## config.mk

```make
export PLATFORM = sky130hd
export DESIGN_NAME = pll_lock_detect_flat
export DESIGN_NICKNAME = d
export VERILOG_FILES = /design/src/rtl/pll_lock_detect_if.sv /design/src/rtl/pll_lock_detect.sv /design/src/flat_wrapper.sv
export SDC_FILE = /design/constraint.sdc
export NUM_CORES = 1
export LEC_CHECK = 0
export ABC_AREA = 1
export BUFFER_PORTS_ARGS = -buffer_cell sky130_fd_sc_hd__buf_4
export CAP_MARGIN = 20
export CORE_MARGIN = 4
export CORE_UTILIZATION = 60
export DETAILED_ROUTE_END_ITERATION = 16
export GPL_ROUTABILITY_DRIVEN = 0
export GPL_TIMING_DRIVEN = 0
export HOLD_SLACK_MARGIN = 0.03
export PLACE_DENSITY = 0.8
export SYNTH_ARGS = -nofsm -noshare
export SYNTH_HDL_FRONTEND = slang
export SYNTH_SLANG_ARGS = --single-unit
```

## constraint.sdc

```tcl
create_clock -name CLK -period 5.1 [get_ports CLK]
set_clock_uncertainty 0.1 [all_clocks]
set_input_delay 0.255 -clock CLK [delete_from_list [all_inputs] [get_ports CLK]]
set_output_delay 0.255 -clock CLK [all_outputs]
set_load 0.1 [all_outputs]
```

## src/rtl/pll_lock_detect_if.sv

```systemverilog
// Signal bundle between the PLL lock monitor and its host.
// The host drives REF and CLR; the monitor drives the lock and period status.
interface pll_lock_detect_if #(
   parameter int unsigned CNT_W = 8
);
   logic             REF;
   logic             CLR;
   logic             LOCK;
   logic [CNT_W-1:0] REF_PERIOD;
   logic             PERIOD_VALID;
   logic             REF_LOST;
   logic             LOSS_STICKY;

   modport master (
      output REF,
      output CLR,
      input  LOCK,
      input  REF_PERIOD,
      input  PERIOD_VALID,
      input  REF_LOST,
      input  LOSS_STICKY
   );

   modport slave (
      input  REF,
      input  CLR,
      output LOCK,
      output REF_PERIOD,
      output PERIOD_VALID,
      output REF_LOST,
      output LOSS_STICKY
   );
endinterface

```

## src/rtl/pll_lock_detect.sv

```systemverilog
// PLL lock monitor: measures the synchronised REF period in CLK cycles and
// declares lock after a run of in-tolerance periods; flags loss of reference.
module pll_lock_detect #(
   parameter int unsigned RATIO      = 8,
   parameter int unsigned TOL        = 1,
   parameter int unsigned LOCK_CNT   = 4,
   parameter int unsigned UNLOCK_CNT = 2,
   parameter int unsigned TIMEOUT    = 64,
   parameter int unsigned CNT_W      = 8
) (
   input  logic             CLK,
   input  logic             RSTb,
   pll_lock_detect_if.slave bus
);

   localparam int unsigned MEAS_W = CNT_W + 1;
   localparam int unsigned GOOD_W = $clog2(LOCK_CNT + 1);
   localparam int unsigned BAD_W  = $clog2(UNLOCK_CNT + 1);
   localparam int unsigned SYNC_N = 3;

   localparam logic [CNT_W-1:0]  CNT_MAX = '1;
   localparam logic [CNT_W-1:0]  TO_LAST = CNT_W'(TIMEOUT - 1);
   localparam logic [MEAS_W-1:0] RATIO_M = MEAS_W'(RATIO);
   localparam logic [MEAS_W-1:0] TOL_M   = MEAS_W'(TOL);
   localparam logic [GOOD_W-1:0] GOOD_TH = GOOD_W'(LOCK_CNT);
   localparam logic [BAD_W-1:0]  BAD_TH  = BAD_W'(UNLOCK_CNT);

   typedef enum logic [1:0] {
      ST_IDLE,
      ST_SEARCH,
      ST_LOCKED,
      ST_HOLD
   } state_t;

   state_t              state_q, state_d;
   logic [SYNC_N-1:0]   sync_q, sync_d;
   logic [CNT_W-1:0]    cnt_q, cnt_d;
   logic [GOOD_W-1:0]   good_q, good_d;
   logic [BAD_W-1:0]    bad_q, bad_d;
   logic                armed_q, armed_d;
   logic                lock_q, lock_d;
   logic [CNT_W-1:0]    period_q, period_d;
   logic                pvalid_q, pvalid_d;
   logic                ref_lost_q, ref_lost_d;
   logic                sticky_q, sticky_d;

   logic                rise;
   logic                measure;
   logic                timeout;
   logic                is_match;
   logic [MEAS_W-1:0]   meas;
   logic [MEAS_W-1:0]   diff;
   logic [GOOD_W-1:0]   good_inc;
   logic [BAD_W-1:0]    bad_inc;

   // Three-stage shift: stages 0/1 resolve metastability, stage 2 is the edge reference.
   assign sync_d[0] = bus.REF;
   generate
      for (genvar gi = 1; gi < SYNC_N; gi++) begin : g_sync
         assign sync_d[gi] = sync_q[gi-1];
      end
   endgenerate

   assign rise    = sync_q[1] & ~sync_q[2];
   assign measure = rise & armed_q;
   // Rise has priority: a REF edge landing on the last count cancels the timeout.
   assign timeout = ~rise & (cnt_q == TO_LAST);

   // One extra bit so a saturated counter reads as an out-of-range period.
   assign meas     = {1'b0, cnt_q} + MEAS_W'(1);
   assign diff     = (meas >= RATIO_M) ? (meas - RATIO_M) : (RATIO_M - meas);
   assign is_match = ~meas[MEAS_W-1] & (diff <= TOL_M);
   assign good_inc = good_q + GOOD_W'(1);
   assign bad_inc  = bad_q + BAD_W'(1);

   always_comb begin
      cnt_d = cnt_q;
      if (rise) begin
         cnt_d = '0;
      end else if (cnt_q != CNT_MAX) begin
         cnt_d = cnt_q + CNT_W'(1);
      end
   end

   always_comb begin
      state_d    = state_q;
      good_d     = good_q;
      bad_d      = bad_q;
      armed_d    = armed_q;
      period_d   = period_q;
      pvalid_d   = 1'b0;
      ref_lost_d = ref_lost_q;

      if (rise) begin
         ref_lost_d = 1'b0;
      end

      if (measure) begin
         pvalid_d = 1'b1;
         period_d = meas[MEAS_W-1] ? CNT_MAX : meas[CNT_W-1:0];
      end

      if (timeout) begin
         state_d    = ST_IDLE;
         armed_d    = 1'b0;
         ref_lost_d = 1'b1;
         good_d     = '0;
         bad_d      = '0;
      end else begin
         case (state_q)
            ST_IDLE: begin
               if (rise) begin
                  state_d = ST_SEARCH;
                  armed_d = 1'b1;
                  good_d  = '0;
               end
            end
            ST_SEARCH: begin
               if (measure) begin
                  if (is_match) begin
                     good_d = good_inc;
                     if (good_inc == GOOD_TH) begin
                        state_d = ST_LOCKED;
                        bad_d   = '0;
                     end
                  end else begin
                     good_d = '0;
                  end
               end
            end
            ST_LOCKED: begin
               if (measure && !is_match) begin
                  bad_d = BAD_W'(1);
                  if (UNLOCK_CNT == 1) begin
                     state_d = ST_SEARCH;
                     good_d  = '0;
                  end else begin
                     state_d = ST_HOLD;
                  end
               end
            end
            ST_HOLD: begin
               if (measure) begin
                  if (is_match) begin
                     state_d = ST_LOCKED;
                     bad_d   = '0;
                  end else begin
                     bad_d = bad_inc;
                     if (bad_inc == BAD_TH) begin
                        state_d = ST_SEARCH;
                        good_d  = '0;
                     end
                  end
               end
            end
            default: begin
               state_d = ST_IDLE;
               armed_d = 1'b0;
            end
         endcase
      end
   end

   // A new loss outranks a simultaneous clear so the event is never missed.
   always_comb begin
      lock_d   = (state_d == ST_LOCKED) || (state_d == ST_HOLD);
      sticky_d = sticky_q;
      if (lock_q && !lock_d) begin
         sticky_d = 1'b1;
      end else if (bus.CLR) begin
         sticky_d = 1'b0;
      end
   end

   always_ff @(posedge CLK or negedge RSTb) begin
      if (!RSTb) begin
         state_q    <= ST_IDLE;
         sync_q     <= '0;
         cnt_q      <= '0;
         good_q     <= '0;
         bad_q      <= '0;
         armed_q    <= 1'b0;
         lock_q     <= 1'b0;
         period_q   <= '0;
         pvalid_q   <= 1'b0;
         ref_lost_q <= 1'b0;
         sticky_q   <= 1'b0;
      end else begin
         state_q    <= state_d;
         sync_q     <= sync_d;
         cnt_q      <= cnt_d;
         good_q     <= good_d;
         bad_q      <= bad_d;
         armed_q    <= armed_d;
         lock_q     <= lock_d;
         period_q   <= period_d;
         pvalid_q   <= pvalid_d;
         ref_lost_q <= ref_lost_d;
         sticky_q   <= sticky_d;
      end
   end

   assign bus.LOCK         = lock_q;
   assign bus.REF_PERIOD   = period_q;
   assign bus.PERIOD_VALID = pvalid_q;
   assign bus.REF_LOST     = ref_lost_q;
   assign bus.LOSS_STICKY  = sticky_q;

endmodule

```

## src/flat_wrapper.sv

```systemverilog
// flat-port wrapper written by rule: the top's interface ports become plain ports
module pll_lock_detect_flat 
#(
   parameter int unsigned RATIO      = 8,
   parameter int unsigned TOL        = 1,
   parameter int unsigned LOCK_CNT   = 4,
   parameter int unsigned UNLOCK_CNT = 2,
   parameter int unsigned TIMEOUT    = 64,
   parameter int unsigned CNT_W      = 8
)
  (CLK, RSTb, bus_REF, bus_CLR, bus_LOCK, bus_REF_PERIOD, bus_PERIOD_VALID, bus_REF_LOST, bus_LOSS_STICKY);
  pll_lock_detect_if #(.CNT_W(CNT_W)) bus_i ();
  input  logic CLK;
  input  logic RSTb;
  input wire logic [$bits(bus_i.REF)-1:0] bus_REF;
  input wire logic [$bits(bus_i.CLR)-1:0] bus_CLR;
  output wire logic [$bits(bus_i.LOCK)-1:0] bus_LOCK;
  output wire logic [$bits(bus_i.REF_PERIOD)-1:0] bus_REF_PERIOD;
  output wire logic [$bits(bus_i.PERIOD_VALID)-1:0] bus_PERIOD_VALID;
  output wire logic [$bits(bus_i.REF_LOST)-1:0] bus_REF_LOST;
  output wire logic [$bits(bus_i.LOSS_STICKY)-1:0] bus_LOSS_STICKY;
  assign bus_i.REF = bus_REF;
  assign bus_i.CLR = bus_CLR;
  assign bus_LOCK = bus_i.LOCK;
  assign bus_REF_PERIOD = bus_i.REF_PERIOD;
  assign bus_PERIOD_VALID = bus_i.PERIOD_VALID;
  assign bus_REF_LOST = bus_i.REF_LOST;
  assign bus_LOSS_STICKY = bus_i.LOSS_STICKY;
  pll_lock_detect #(.RATIO(RATIO), .TOL(TOL), .LOCK_CNT(LOCK_CNT), .UNLOCK_CNT(UNLOCK_CNT), .TIMEOUT(TIMEOUT), .CNT_W(CNT_W)) u_core (.CLK(CLK), .RSTb(RSTb), .bus(bus_i));
endmodule
```

==> results of run 1 <==
[power breakdown]
group | leakage (nW) | internal [W] | switching, W
Clock | 0.0371 | 0.0000907 | 0.0000813
Combinational | 0.848 | 0.000265 | 0.000579
Sequential | 0.398 | 0.000302 | 0.0000547
[how the worst max path moves through the flow]
stage / startpoint / end / depth (start not counted)
floorplan: u_core.cnt_q[0] / u_core.bus.LOSS_STICKY / 21
global placement: u_core.cnt_q[0] / u_core.bus.LOSS_STICKY / 21
detailed placement: u_core.cnt_q[0] / u_core.bus.LOSS_STICKY / 21
CTS: u_core.cnt_q[0] / u_core.bus.LOSS_STICKY / 21
global route: u_core.cnt_q[0] / u_core.bus.LOSS_STICKY / 21
finish: u_core.cnt_q[0] / u_core.bus.LOSS_STICKY / 21
[cells by family after synthesis]
| kind of cell | Yosys count | share of synthesized area [%] |
|---|---|---|
| flip-flops | 31 | 35.09 |
| buffers and inverters | 42 | 7.131 |
| AND/OR/NAND/NOR | 174 | 42.05 |
| adder cells (fa/ha/maj) | 13 | 7.357 |
| XOR/XNOR | 3 | 1.189 |
| AO/OA/AOI/OAI | 30 | 7.188 |
[routing by layer]
metal	GRT usage, %	vias to the layer above	routed length [um]
met3	5.186	4	239
met5	0	-	0
met4	5.109	0	40
met1	30.80	838	2228
met2	36.11	45	2143
li1	-	973	-
[synth_stat cells (all sizes together)]
| cell | count |
|---|---|
| inv | 39 |
| dfrtp | 31 |
| nand3 | 25 |
| nand4 | 7 |
| a21oi | 9 |
| a31oi | 1 |
| xor2 | 2 |
| o32ai | 1 |
| o21ai | 17 |
| clkinv | 1 |
| nand2 | 90 |
| nor2 | 47 |
| xnor2 | 1 |
| o22ai | 1 |
| clkbuf | 2 |
| nor3 | 2 |
| or2 | 3 |
| o31ai | 1 |
| ha | 13 |
[registers in the layout (all words and copies together), names as in the netlist]
| name | cells |
|---|---|
| u_core.bus.LOSS_STICKY | 1 |
| u_core.armed_q | 1 |
| u_core.bus.REF_PERIOD | 8 |
| u_core.state_q | 2 |
| u_core.sync_q | 3 |
| u_core.bus.REF_LOST | 1 |
| u_core.bad_q | 2 |
| u_core.cnt_q | 8 |
| u_core.good_q | 3 |
| u_core.bus.LOCK | 1 |
| u_core.bus.PERIOD_VALID | 1 |
[metrics by stage]
step	util [%]	setup WS [ps]	cells	instance area, um^2
floorplan	-	2422	293	2211
global placement	69.17	2067	354	2381
detailed placement	69.17	1977	354	2381
CTS	71.86	1961	362	2474
global route	71.86	1585	362	2474
finish	71.86	1933	362	2474
[cell type report]
| cell class | instances | share of cell area (%) |
|---|---|---|
| sequential | 31 | 31.36 |
| buffer | 2 | 0.3035 |
| inverter | 40 | 6.070 |
| clock buffer | 6 | 2.934 |
| tap | 46 | 2.327 |
| multi-input combinational | 220 | 51.64 |
| timing repair buffer | 17 | 5.362 |
[critical path: cells and delay by family (launching register included)]
kind | cells | cell delay [ps]
buf+inv | 1 | 160
fa+ha+maj | 2 | 610
flops | 1 | 550
simple gates | 18 | 1640
[what timing repair did]
item,4_1_cts,5_1_grt
endpoints found under the hold margin,32,0
buffers inserted,0,0
hold buffers,2,0
setup endpoints to repair,0,0
==> qor.yml, run 1 <==
routed_wirelength_um: 4651
end_kind: "register"
cts_sinks: 31
finalWorstPathRequiredPeriod_ps: 3167
slowest_stage: "dfrtp_1"
tritoncts: "built"
timing.critical_path.slowest_cell_delay_ps: 550
first_global_vias: 1689
port_buffers: 15
fin_hold_ws_ps: 127.0
drt_iter0_drc: 141
cts_resized: 0
largest_net_degree_at_the_start_of_global_routing: 32
drtPass1Iterations: 5
coreArea_um2: 3442
hold_path_class: "input port to register"
viasPerCell: 5.138
ios: 16
grtUsageTotal_pct: 22.46
slew_headroom_pct: 66.22
clk_latency_ps: 280
critical_path.startpoint_type: "register"
fmaxAchievable_ghz: 0.3158
timing.setup.critical_path_class: "register to register"
post_route_cells_drive_above_1_share_pct: 21.52
library_cell_occupying_the_most_area_in_the_post_synthesis_netlist: "dfrtp_1"
hold-path-endpoint: "u_core.bus.LOSS_STICKY"
drv_slew: 0
timing.hold.worst.start: "bus_CLR"
timing.hold.worst_path_depth: 4
cts_inserted_buffers: 5
die-height_um: 68.70
design.final.nets: 334
grt_overflow_total: 0
crit_required_ps: 5170
antennaDiodeCount: 0
outcome: "complete, no violations"
tightest_slew_ps: 504.8
mostFrequentLayoutCell: "nand2_1"
post_synth_main_area_contributors: "dfrtp_1 (35%), nand2_1 (12%), ha_1 (7.4%)"
grt_antenna_before_repair: 0
total_leakage_power_nw: 1.283
grt_first_pass_wirelength_um: 7817
regToRegEndpoint: "u_core.bus.LOSS_STICKY"
dr_total_vias: 1860
multi_input_comb_area_um2: 1277
unrepaired_setup_endpoints_after_global_routing: "no"
filler_cells: 276
initial_core_util_pct: 64.23
yosys_warnings: 0
htree_num_levels: 2
route.detailed.wl_per_inst_um: 12.85
place_hpwl_um: 3430
layout.area.seq_um2: 775.7
antenna_left: 0
sequential_fraction_of_the_synthesis_area_pct: 35.09
site_row_count: 21
critical_path.cell_chain: "ha_1 > nand3_2 > nand2_1 > nand2_1 > inv_2 > ha_1 > nand3_1 > nor2_1 > nand2_1 > nor2_2 > nand2_1 > nand2_1 > nand2_2 > nor2_4 > nand4_1 > nand2_1 > nand2_1 > nand2_1 > nand2_2 > nand2_1 > nand2_1"
synth_cell_area_um2: 2211
setup_viol: 0
syn_avg_cell_area_um2: 7.546
total_power_w: 0.001373
power_density_nw_per_um2: 555.0
synth_fp_nets: 310
areaGrowthSynthToFinish_pct: 11.88
post-synth-top-area-fraction_pct: 35.09
totalNegativeSetupSlack_ps: 0
cap_viol_max_count: 0
power.ir.vdd_worst_v: 0.0004786
synth_cell_types: 29
min_period_over_period_pct: 62.09
hold_violation_count_in_the_final_report: 0
remaining_drc_errors: 0
floorplan.die_area_um2: 4720
clkSlewWorstSetupHoldPaths_ps: 60
worst-r2r-setup-slack_ps: 1930
max-clock-path-buffers: 2
final_cell_mix: "nand2_1 (68), nor2_1 (37), inv_1 (35)"
critical_path.max_fanout: 8
worst_ep_arrival_time_ps: 3230
crit_path_frequent_cell: "nand2_1"
number_of_register_bits_inferred_by_synthesis: 31
reg_to_reg_critical_path_startpoint: "u_core.cnt_q[0]"
synthesis.instances: 293
clock-root-buffer: "clkbuf_8"
die_w_um: 68.70
reg2regPathDepth: 21
(Power assumes the default switching activity.)
==> inputs of run 2 (changes only) <==
--- a/config.mk
+++ b/config.mk
@@ -5,16 +5,16 @@
 export SDC_FILE = /design/constraint.sdc
 export NUM_CORES = 1
 export LEC_CHECK = 0
-export ABC_AREA = 1
+export ABC_AREA = 0
 export BUFFER_PORTS_ARGS = -buffer_cell sky130_fd_sc_hd__buf_4
 export CAP_MARGIN = 20
 export CORE_MARGIN = 4
-export CORE_UTILIZATION = 60
+export CORE_UTILIZATION = 53
 export DETAILED_ROUTE_END_ITERATION = 16
 export GPL_ROUTABILITY_DRIVEN = 0
 export GPL_TIMING_DRIVEN = 0
 export HOLD_SLACK_MARGIN = 0.03
-export PLACE_DENSITY = 0.8
+export PLACE_DENSITY = 0.76
 export SYNTH_ARGS = -nofsm -noshare
 export SYNTH_HDL_FRONTEND = slang
 export SYNTH_SLANG_ARGS = --single-unit
==> constraint.sdc (replaced) <==
create_clock -name CLK -period 2.9 [get_ports CLK]
set_clock_uncertainty 0.1 [all_clocks]
set_input_delay 0.145 -clock CLK [delete_from_list [all_inputs] [get_ports CLK]]
set_output_delay 0.145 -clock CLK [all_outputs]
set_load 0.1 [all_outputs]
==> qor.yml, run 2 <==
outcome: "finished, violations left"
violated_checks: "negative setup slack"
synthesis.instances: 215  # -27%
reg2regPathDepth: 10  # -52%
crit_required_ps: 2980  # -2190 ps
proportion_of_register_bits_with_asynchronous_set_or_reset_after_synthesis_pct: 100.0  # unchanged
die_w_um: 68.49  # -0.31%
critical_path.startpoint_type: "register"
grt_first_pass_wirelength_um: 7997  # +2.3%
finalWorstPathRequiredPeriod_ps: 2943  # -223.9 ps
place_hpwl_um: 2874  # -16%
cap_viol_max_count: 0  # unchanged
clk_latency_ps: 290  # about the same
post_synth_main_area_contributors: "dfrtp_1 (40%), ha_1 (8.4%), nor2_1 (5.0%)"
site_row_count: 21  # unchanged
place_ws_ps: -406.4  # -2384 ps
remaining_drc_errors: 0  # unchanged
htree_num_levels: 2  # unchanged
yosysMostFrequentCell: "dfrtp_1"
largest_net_degree_at_the_start_of_global_routing: 32  # unchanged
routed_wirelength_um: 4885  # +5.0%
tritoncts: "built"
sequential_fraction_of_the_synthesis_area_pct: 40.00  # +4.9 points
number_of_placed_instances_with_taps_included: 276  # -22%
areaGrowthSynthToFinish_pct: 29.81
slew_headroom_pct: 44.63  # -22 points
syn_avg_cell_area_um2: 9.020  # +20%
max-clock-path-buffers: 2  # unchanged
dr_total_vias: 1751  # -5.9%
hold_violation_count_in_the_final_report: 0  # unchanged
antennaDiodeCount: 0  # unchanged
post-route-worst-setup-slack_ps: -42.76  # -1976 ps
drtPass1Iterations: 4  # -1
drt_iter0_drc: 103  # -27%
hold_path_class: "input port to register"
number_of_register_bits_inferred_by_synthesis: 31  # unchanged
multi_input_comb_area_um2: 1232  # -3.5%
clock-root-buffer: "clkbuf_8"
library_cell_occupying_the_most_area_in_the_post_synthesis_netlist: "dfrtp_1"
worst-r2r-setup-slack_ps: -40  # -1980 ps
end_kind: "register"
primary_flip_flop_cell_chosen_by_synthesis_mapping: "dfrtp_1"
timing.hold.worst_path_depth: 3  # -1
port_buffers: 15  # unchanged
fmaxAchievable_ghz: 0.3398  # +7.6%
floorplan.die_area_um2: 4691  # -0.61%
synth_fp_nets: 232  # -25%
power.ir.vdd_worst_v: 0.0007919  # +65%
route.detailed.wl_per_inst_um: 16.28  # +27%
final_cell_mix: "buf_4 (28), dfrtp_1 (28), nor2_1 (26)"
power_density_nw_per_um2: 982.1  # +77%
post-synth-top-area-fraction_pct: 40.00  # +4.9 points
hold-path-endpoint: "u_core.bus.LOSS_STICKY"
first_global_vias: 1687  # -0.12%
clkSlewWorstSetupHoldPaths_ps: 70  # about the same
timing.setup.critical_path_class: "register to register"
cts_inserted_buffers: 5  # unchanged
synth_top_cells_by_count: "dfrtp_1 (31), nor2_1 (26), nand2_1 (23)"
design.final.nets: 270  # -19%
regToRegEndpoint: "u_core.state_q[0]"
unrepaired_setup_endpoints_after_global_routing: "yes"
filler_cells: 249  # -9.8%
tightest_slew_ps: 823.0  # +318.2 ps
ios: 16  # unchanged
viasPerCell: 5.837  # +14%
total_leakage_power_nw: 1.149  # -10%
post_route_cells_drive_above_1_share_pct: 28.35  # +6.8 points
layout.area.seq_um2: 779.5  # +0.48%
post-route-util_pct: 73.14  # +1.3 points
setup_viol: 3  # +3
die-height_um: 68.49  # -0.31%
grt_overflow_total: 0  # unchanged
reg_to_reg_critical_path_startpoint: "u_core.cnt_q[0]"
synth_cell_area_um2: 1939  # -12%
cts_sinks: 31  # unchanged
antenna_left: 0  # unchanged
synth_edf_count: 0  # unchanged
critical_path.startpoint: "u_core.cnt_q[0]"
grtUsageTotal_pct: 23.11  # +0.66 points
coreArea_um2: 3442  # unchanged
critical_path.max_fanout: 5  # -3
yosys_warnings: 0  # unchanged
fin_hold_ws_ps: 38.20  # -88.84 ps
drv_slew: 0  # unchanged
grt_antenna_before_repair: 0  # unchanged
initial_core_util_pct: 56.34  # -7.9 points
worst_ep_arrival_time_ps: 3030  # -200 ps
min_period_over_period_pct: 101.5  # +39 points
synth_cell_types: 51  # +76%
finish.cell_count_without_fillers: 300  # -17%
timing.hold.worst.start: "bus_CLR"
run 2: cell count changes in the layout (fill, tap and decap cells not counted), moves of 6 or more:
cell and change:
buf_4 +13, inv_1 -26, nand2_2 -13, nand3_2 -7, nor2b_1 +6, nand2_1 -46
nand2_4 -8, nor2_1 -11, nand3_1 -13
run 2: worst max path at each step:
stage                                   to  slack, ps  cells past startpoint
floorplan           u_core.bus.LOSS_STICKY        -80                     12
global placement    u_core.bus.LOSS_STICKY       -370                     12
detailed placement  u_core.bus.LOSS_STICKY       -410                     14
CTS                 u_core.bus.LOSS_STICKY          2                     12
global route             u_core.state_q[0]       -150                     12
finish                   u_core.state_q[0]        -40                     10
run 2: cells by family (layout without fill, tap and decap cells):
| group | count (synthesis) | in the layout | share of synthesized area [%] |
|---|---|---|---|
| and+or+nand+nor | 88 | 88 | 23.48 |
| AOI/OAI and AO/OA | 53 | 53 | 18.32 |
| DFF | 31 | 31 | 40.00 |
| buffers and inverters | 21 | 60 | 4.645 |
| adders and majority gates | 13 | 13 | 8.387 |
| xor gates and xnor gates | 7 | 7 | 4.129 |
| muxes | 2 | 2 | 1.032 |
run 2: area by class of cell:
class | count | share of cell area [%]
timing repair buffer | 32 | 10.04
inverter | 11 | 1.640
sequential | 31 | 30.96
clock buffer | 7 | 3.827
clock inverter | 1 | 0.2982
buffer | 9 | 1.988
tap | 46 | 2.286
multi-input combinational | 163 | 48.96
run 2: layer usage:
metal / up-vias / part of all wire (%) / GRT usage [%]
met4: 0 / 3.0 / 11.41
met5: - / 0 / 0
met3: 15 / 4.1 / 4.376
met2: 43 / 48 / 37.19
li1: 842 / - / -
met1: 851 / 45 / 29.67
run 2: worst max-delay path, cell delays in order, from the launching register on:
cell and delay [ps]:
dfrtp_2 450, ha_4 200, xnor2_2 330, nand2_1 140
or3_4 370, a2111oi_4 310, a31oi_1 140, a21oi_2 280
buf_6 160, a21oi_2 40, o32a_1 330
run 2: repair_timing:
item                                    4_1_cts  5_1_grt
buffers inserted                             11        4
endpoints found under the setup margin        9        9
endpoints found under the hold margin        32        0
resized for setup                            15       11
hold buffers                                  2        0
pin swaps                                     8        7
run 2: where the power goes:
part           switching [W]  total (W)  leakage (nW)  internal [W]
logic               0.000896    0.00145         0.703      0.000553
registers           0.000106   0.000638         0.396      0.000532
clock network       0.000170   0.000385        0.0505      0.000216
run 2: per-stage QoR:
step / TNS [ps] / total power [W] / area, um^2
3_3_place_gp: -1989 / 0.001807 / 2148
2_1_floorplan: -128.1 / 0.001581 / 1978
6_report: -57.40 / 0.002472 / 2517
3_5_place_dp: -2229 / 0.001820 / 2148
4_1_cts: 0 / 0.002353 / 2421
5_1_grt: -794.5 / 0.002626 / 2517
